<file path="src/rtl/parity_scan_engine.sv">
// ---------------------------------------------------------------------------
// parity_scan_engine
//
// Walks a synchronous-read, parity-protected memory from address 0 to
// 2**ADDR_W-1, checks each stored parity bit against its data word, and
// reports an error count, the first failing address and a pass flag.
//
// Timing (start sampled at edge T; the cycle after edge T is T+1):
//   cycle T+1+k : mem_rd=1, mem_addr=k        (k = 0..N-1)
//   cycle T+2+k : entry k evaluated (data returned by the memory)
//   cycle T+N+1 : DRAIN, evaluates entry N-1
//   cycle T+N+2 : DONE, done pulse, pass valid
//
// Optional build macro:
//   PARITY_SCAN_STOP_ON_ERR_EN - abort the scan on the first failing entry
//                                and go straight to DONE.
//
// Reset is synchronous and active-high and clears every output.
// ---------------------------------------------------------------------------
module parity_scan_engine #(
  parameter int DATA_W    = 8,
  parameter int ADDR_W    = 4,
  parameter int ERR_CNT_W = 8
) (
  input  logic                 clock,
  input  logic                 reset,
  input  logic                 start,
  input  logic                 mode_odd,
  output logic                 mem_rd,
  output logic [ADDR_W-1:0]    mem_addr,
  input  logic [DATA_W-1:0]    mem_data,
  input  logic                 mem_par,
  output logic                 busy,
  output logic                 done,
  output logic                 pass,
  output logic [ERR_CNT_W-1:0] err_count,
  output logic [ADDR_W-1:0]    first_err_addr,
  output logic                 first_err_valid
);

  typedef enum logic [1:0] {
    IDLE  = 2'd0,
    SCAN  = 2'd1,
    DRAIN = 2'd2,
    DONE  = 2'd3
  } state_t;

  localparam logic [ADDR_W-1:0]    LAST_ADDR = '1;
  localparam logic [ERR_CNT_W-1:0] ERR_MAX   = '1;

  state_t              state;
  logic                mode_q;     // parity sense latched at start
  logic                chk_valid;  // memory data this cycle belongs to a read we issued
  logic [ADDR_W-1:0]   chk_addr;   // address of the entry being evaluated
  logic                entry_fail;
  logic                stop_now;
  logic [ERR_CNT_W-1:0] err_count_next;

  // Evaluate the returning entry and form the saturating next error count.
  // NOTE: every always_comb output gets a default first so no path can infer a latch.
  always_comb begin
    entry_fail     = chk_valid & ((^mem_data) ^ mem_par ^ mode_q);
    err_count_next = err_count;
    if (entry_fail && (err_count != ERR_MAX)) begin
      err_count_next = err_count + 1'b1;
    end
  end

`ifdef PARITY_SCAN_STOP_ON_ERR_EN
  // A failure seen while reads are still being issued ends the scan early;
  // a failure on the last entry (seen in DRAIN) finishes normally.
  assign stop_now = entry_fail && (state == SCAN);
`else
  assign stop_now = 1'b0;
`endif

  // Check pipeline: track which issued read the memory is answering this cycle.
  // NOTE: sequential state is updated with non-blocking assignments only, so every
  // register samples pre-edge values regardless of block ordering.
  always_ff @(posedge clock) begin
    if (reset) begin
      chk_valid <= 1'b0;
      chk_addr  <= '0;
    end else begin
      // On an early stop, the read issued alongside the failing check is dropped.
      chk_valid <= mem_rd && !stop_now;
      chk_addr  <= mem_addr;
    end
  end

  // Scan controller with registered outputs and result bookkeeping.
  always_ff @(posedge clock) begin
    if (reset) begin
      state           <= IDLE;
      mode_q          <= 1'b0;
      mem_rd          <= 1'b0;
      mem_addr        <= '0;
      busy            <= 1'b0;
      done            <= 1'b0;
      pass            <= 1'b0;
      err_count       <= '0;
      first_err_addr  <= '0;
      first_err_valid <= 1'b0;
    end else begin
      // Results accumulate while checked entries are returning.
      if ((state == SCAN) || (state == DRAIN)) begin
        err_count <= err_count_next;
        if (entry_fail && !first_err_valid) begin
          first_err_addr  <= chk_addr;
          first_err_valid <= 1'b1;
        end
      end

      case (state)
        IDLE: begin
          done <= 1'b0;
          if (start) begin
            mode_q          <= mode_odd;
            err_count       <= '0;
            first_err_addr  <= '0;
            first_err_valid <= 1'b0;
            pass            <= 1'b0;
            mem_rd          <= 1'b1;
            mem_addr        <= '0;
            busy            <= 1'b1;
            state           <= SCAN;
          end
        end

        SCAN: begin
          if (stop_now) begin
            mem_rd <= 1'b0;
            busy   <= 1'b0;
            done   <= 1'b1;
            pass   <= 1'b0;
            state  <= DONE;
          end else if (mem_addr == LAST_ADDR) begin
            // Address holds at N-1; the last entry is still in flight.
            mem_rd <= 1'b0;
            state  <= DRAIN;
          end else begin
            mem_addr <= mem_addr + 1'b1;
          end
        end

        DRAIN: begin
          // The final entry's result is folded into pass here.
          busy  <= 1'b0;
          done  <= 1'b1;
          pass  <= (err_count_next == '0);
          state <= DONE;
        end

        DONE: begin
          // start is not looked at here; the earliest restart is from IDLE.
          done  <= 1'b0;
          state <= IDLE;
        end

        default: begin
          state <= IDLE;
        end
      endcase
    end
  end

endmodule
</file>
<file path="config.mk">
export PLATFORM = sky130hd
export DESIGN_NAME = parity_scan_engine
export DESIGN_NICKNAME = d
export VERILOG_FILES = /design/src/rtl/parity_scan_engine.sv
export SDC_FILE = /design/constraint.sdc
export NUM_CORES = 1
export LEC_CHECK = 0
export CAP_MARGIN = 20
export CELL_PAD_IN_SITES_DETAIL_PLACEMENT = 0
export CELL_PAD_IN_SITES_GLOBAL_PLACEMENT = 1
export CORE_MARGIN = 8
export CORE_UTILIZATION = 49
export CTS_BUF_LIST = sky130_fd_sc_hd__clkbuf_4 sky130_fd_sc_hd__clkbuf_8
export CTS_CLUSTER_SIZE = 8
export DETAILED_ROUTE_END_ITERATION = 8
export DONT_BUFFER_PORTS = 1
export PLACE_DENSITY_LB_ADDON = 0.1
export SYNTH_ARGS = -nofsm -noshare
export SYNTH_HDL_FRONTEND = slang
export SYNTH_SLANG_ARGS = --single-unit
</file>
<file path="constraint.sdc">
create_clock -name clock -period 3.5 [get_ports clock]
set_input_delay 0.175 -clock clock [delete_from_list [all_inputs] [get_ports clock]]
set_output_delay 0.175 -clock clock [all_outputs]
set_load 0.005 [all_outputs]
</file>
======== Yosys cells after proc, flatten, opt, wreduce, memory -nomap -nowiden ========
Index checks and enable logic that the tools add are counted.
Widths: inputs -> output; s select.
storage, ports and cells
  register bits ........................... 29
  output and inout bits ................... 21
operators by class
  $add $sub $neg .......................... 2
  eq/ne operators ......................... 8
  multiplexer cells ....................... 25
  bitwise logic cells ..................... 3
  reduce and logical (&&, ||, !) cells .... 15
operator list
  kind                 number
  $mux 8               4
  $mux 4               6
  $add 8x1->8 const B  1
  $logic_not 8->1      1
  $ne 8x8->1 const B   1
  $pmux 1 s2           4
  $pmux 2 s4           1
  $pmux 4 s2           1
  $reduce_xor 8->1     1
  $mux 1               7
  $reduce_and 2->1     3
  $reduce_and 3->1     2
  $add 4x1->4 const B  1
  $eq 2x2->1 const B   2
  $eq 4x4->1 const B   1
  $mux 2               2
  $ne 2x2->1 const B   2
  $reduce_bool 2->1    2
  $eq 2x1->1 const B   1
  $logic_and 1x1->1    2
  $logic_not 2->1      1
  $ne 2x1->1 const B   1
  $reduce_or 2->1      1
  $xor 1x1->1          2
  other kinds (3)      3

======== Depth between registers and ports, before layout ========
  word-level depth ........................ 9
  depth in mapped cells ................... 8
  mapped depth without buffers ............ 8

======== Worst setup path before layout ========
No wires, ideal clock.
  path kind ............................... flip-flop to flip-flop
  from .................................... register err_count[0]
  to ...................................... register pass
  arrival ................................. 1697 ps
  data required time ...................... 3425 ps
  slack ................................... 1729 ps
  stages on the path, launching flop included .. 9
  buffers on the path ..................... 0
  period minus slack after synthesis ...... 1771 ps
  cell sequence ........................... dfxtp_1 ha_1 and3_1 nand3_1 o21ai_2 nor2_4 a211oi_2 o22ai_1 o22ai_1
between the ends
  longest elaborated chain between the ends .. 5
  elaborated cells on any way between the ends .. 6
  those cells by class .................... add/sub (1); eq/ne (1); mux (2); reduce/logical (2)
RTL lines
  element                                                              line  source
  start, declared                                                      36    output logic [ERR_CNT_W-1:0] err_count,
  start signal, assigned                                               107   err_count <= err_count_next;
  parallel branches: the longest is 2 deep, another holds $add 8x1->8  -
  $mux 8 (*)                                                           64    if (entry_fail && (err_count != ERR_MAX)) begin
  $logic_not 8->1 (*)                                                  150   pass <= (err_count_next == '0);
  $pmux 1 s2 (*)                                                       114   case (state)
  end signal, assigned                                                 150
  end, declared                                                        35    output logic pass,
Mark *: on every way between the ends.
A chain may end at the register's enable or synchronous reset.

======== Worst setup path after layout ========
  from .................................... register err_count[0]
  to ...................................... register err_count[0]
between the ends
  longest elaborated chain between the ends .. 6
  elaborated cells on any way between the ends .. 7
  those cells by class .................... add/sub (1); eq/ne (1); mux (4); reduce/logical (1)
RTL lines
  element                                                              line  source
  parallel branches: the longest is 3 deep, another holds $add 8x1->8  -
  $mux 8 (*)                                                           106   if ((state == SCAN) || (state == DRAIN)) begin
  $mux 8                                                               117   if (start) begin
  $mux 8 (*)                                                           114
Marked as above.

==> run metrics <==
Final Critical Period=2.05 ns; max-capacitance violation count=0; global-route wire length before repair=5.00 mm; VDD IR max=0.497 mV; clock sinks=29; most common cell in the netlist=dfxtp_1; Hold Vio Cnt, Final=0; ant diodes=0; Wirelength per Cell=15.0 um; Residual DRC=0; Startpoint Class=flop; Seq/Total Area, Yosys=0.409; Post-Route WL=2.93 mm; synthesized net count=175; Static Leakage=0.577 nW; CP max FO=10; htree depth=2; Starting DRT DRC Count=between 50 and 60; antenna violations before repair=0; Req. time, crit path=3.69 ns; number of synthesis warnings=0; final max-slew violation count=0; ANT nets after route=0; Slew HR=0.573; worst skew pair latency=approximately 0.33 ns; Synth Area per Inst=about 9 um2; CP peak stage delay=0.50 ns; crit-path cells=ha_1 > and3_1 > nand3_1 > o21ai_2 > nor2_4 > nand2_1 > xor2_1 > nor2_1; Distinct cells, synth=34; worst hold path class=in -> reg; ranking of synthesized cells by area=dfxtp_1, nor2_1, xor2_1; Die Width=69.8 um; setup TNS=0 ns; Vias/cell=5.58; area of the mapped netlist=roughly 0.0014 mm2; Placed Cells=185; Reg clk slew, reported paths=approximately 0.1 ns; number of nets in the layout=182; cell accounting for the most synthesized area=dfxtp_1; num rows=19; fin cells=between 150 and 200; FF+latch count, synth=29; critical path arrival=2.25 ns; Setup Buffers After CTS=0; post-detail-place hpwl=2.11 mm; GRT Util Overall=0.124; Root Buffer Master=clkbuf_4; # IOs=34; gr ovfl total=0; Final Setup Violations=0; Num CTS Buffers=5; CTS tree=yes; clk_skew=0.0101 ns; Vias=1093; number of global-route vias before repair=between 1k and 1.5k; Post-synth ARST share=0; crit path capture type=flop; worst slew pin tran=0.636 ns; FMAX=487 MHz; Cell Pwr Density=just over 700 mW/mm2; # fillers=275; area fraction of the dominant cell type after synthesis=0.409; Post-synth top flop=dfxtp_1; cells after synthesis=~160; 1st-pass router iterations=6; Max Root-Sink Buffers=2; number of synthesized flops with an enable pin=0; Syn-to-layout area delta=11.3%; largest net degree at the start of global routing=15; RSZ-0062 raised after global routing=no; r2r setup slk=1.45 ns; Initial Utilization=0.515; # port buffers=0; Post-synth top cells=dfxtp_1, nor2_1, nand2_1, nand3_1, xor2_1; WS Path Type=reg -> reg; layout cells sized above 1=0.0848; GPL Wtd Cong=0.913; core area=~0.0028 mm2; Worst path slowest cell=dfxtp_1; die height=69.8 um; Die ar.=between 0.004 and 0.005 mm2; status=finished clean; CTS resizes=0; Final period util=0.587
[layout by cell type, fill, tap and decap left out, drive strengths merged, types with 5 or more instances in the layout]
cell / instances
nor3: 5
nand2: 12
nor2b: 5
xor2: 9
dfxtp: 29
nor2: 27
nand3: 11
ha: 5
mux2i: 6
a21oi: 6
xnor2: 8
nand2b: 5
clkbuf: 5
[state kept, by name, summed over array words and instances, names as in the netlist, 2 cells and up]
signal	cells
state	2
err_count	8
chk_addr	4
mem_addr	4
first_err_addr	4
[cell families (layout without fill, tap and decap cells)]
kind of cell             count (synthesis)  in the layout  synth area share
buffers and inverters                    6             14            0.0159
multiplexers                             6              6            0.0423
XOR/XNOR                                18             18             0.135
AND/OR/NAND/NOR                         75             75             0.267
adder cells (fa/ha/maj)                  5              5            0.0441
AO/OA/AOI/OAI                           18             18            0.0872
flip-flops                              29             29             0.409
[through the flow]
stage	area (um2)	power (mW)	setup slack (ns)	hold WS, ns	utilization
after floorplan	1420	0.711	1.73	0.247	-
after global placement	1450	0.780	1.58	0.248	0.525
after detailed placement	1450	0.785	1.48	0.250	0.525
after CTS	1580	1.14	1.46	0.0320	0.573
after global routing	1580	1.20	1.28	0.0646	0.573
final	1580	1.13	1.45	0.0448	0.573
[power breakdown]
part	internal [mW]	leakage, nW	switching [mW]
combinational	0.142	0.287	0.223
clock	0.221	0.0552	0.121
sequential	0.375	0.235	0.0446
total	0.738	0.577	0.389
[path summary, 6_finish.rpt]
check | start | endpoint | cells past startpoint
worst min-delay path | reset | pass | 3
worst min register to register | chk_addr[3] | first_err_addr[3] | 2
worst max-delay path | err_count[0] | err_count[0] | 8
worst max register to register | err_count[0] | err_count[0] | 8
[area by class of cell]
| cell class | count | area (um2) | share of cell area |
|---|---|---|---|
| timing repair buffer | 3 | 30.0 | 0.0190 |
| clock inverter | 3 | 65.1 | 0.0412 |
| inverter | 3 | 11.3 | 0.00713 |
| clock buffer | 5 | 37.5 | 0.0238 |
| tap | 31 | 38.8 | 0.0245 |
| sequential | 29 | 581 | 0.367 |
| multi-input combinational | 122 | 817 | 0.517 |
[what timing repair did]
action                                 4_1_cts  5_1_grt
hold buffers                                 3        0
endpoints found under the hold margin       12        0
setup endpoints to repair                    0        0
[metal layers]
layer / share of wire / routed length (um) / global-route usage
met1: 0.45 / 1320 / 0.141
met4: 0.017 / 51 / 0.0536
met3: 0.067 / 196 / 0.0558
met2: 0.46 / 1360 / 0.195
met5: 0 / 0 / 0
[critical path: cells and delay by family, from the launching register on]
| family | cells | cell delay, ns |
|---|---|---|
| flip-flops | 1 | 0.50 |
| adder cells (fa/ha/maj) | 1 | 0.28 |
| AO/OA/AOI/OAI | 1 | 0.26 |
| AND/OR/NAND/NOR | 5 | 0.70 |
| XOR/XNOR | 1 | 0.19 |
Note: power is estimated with default switching activity, not from simulation.
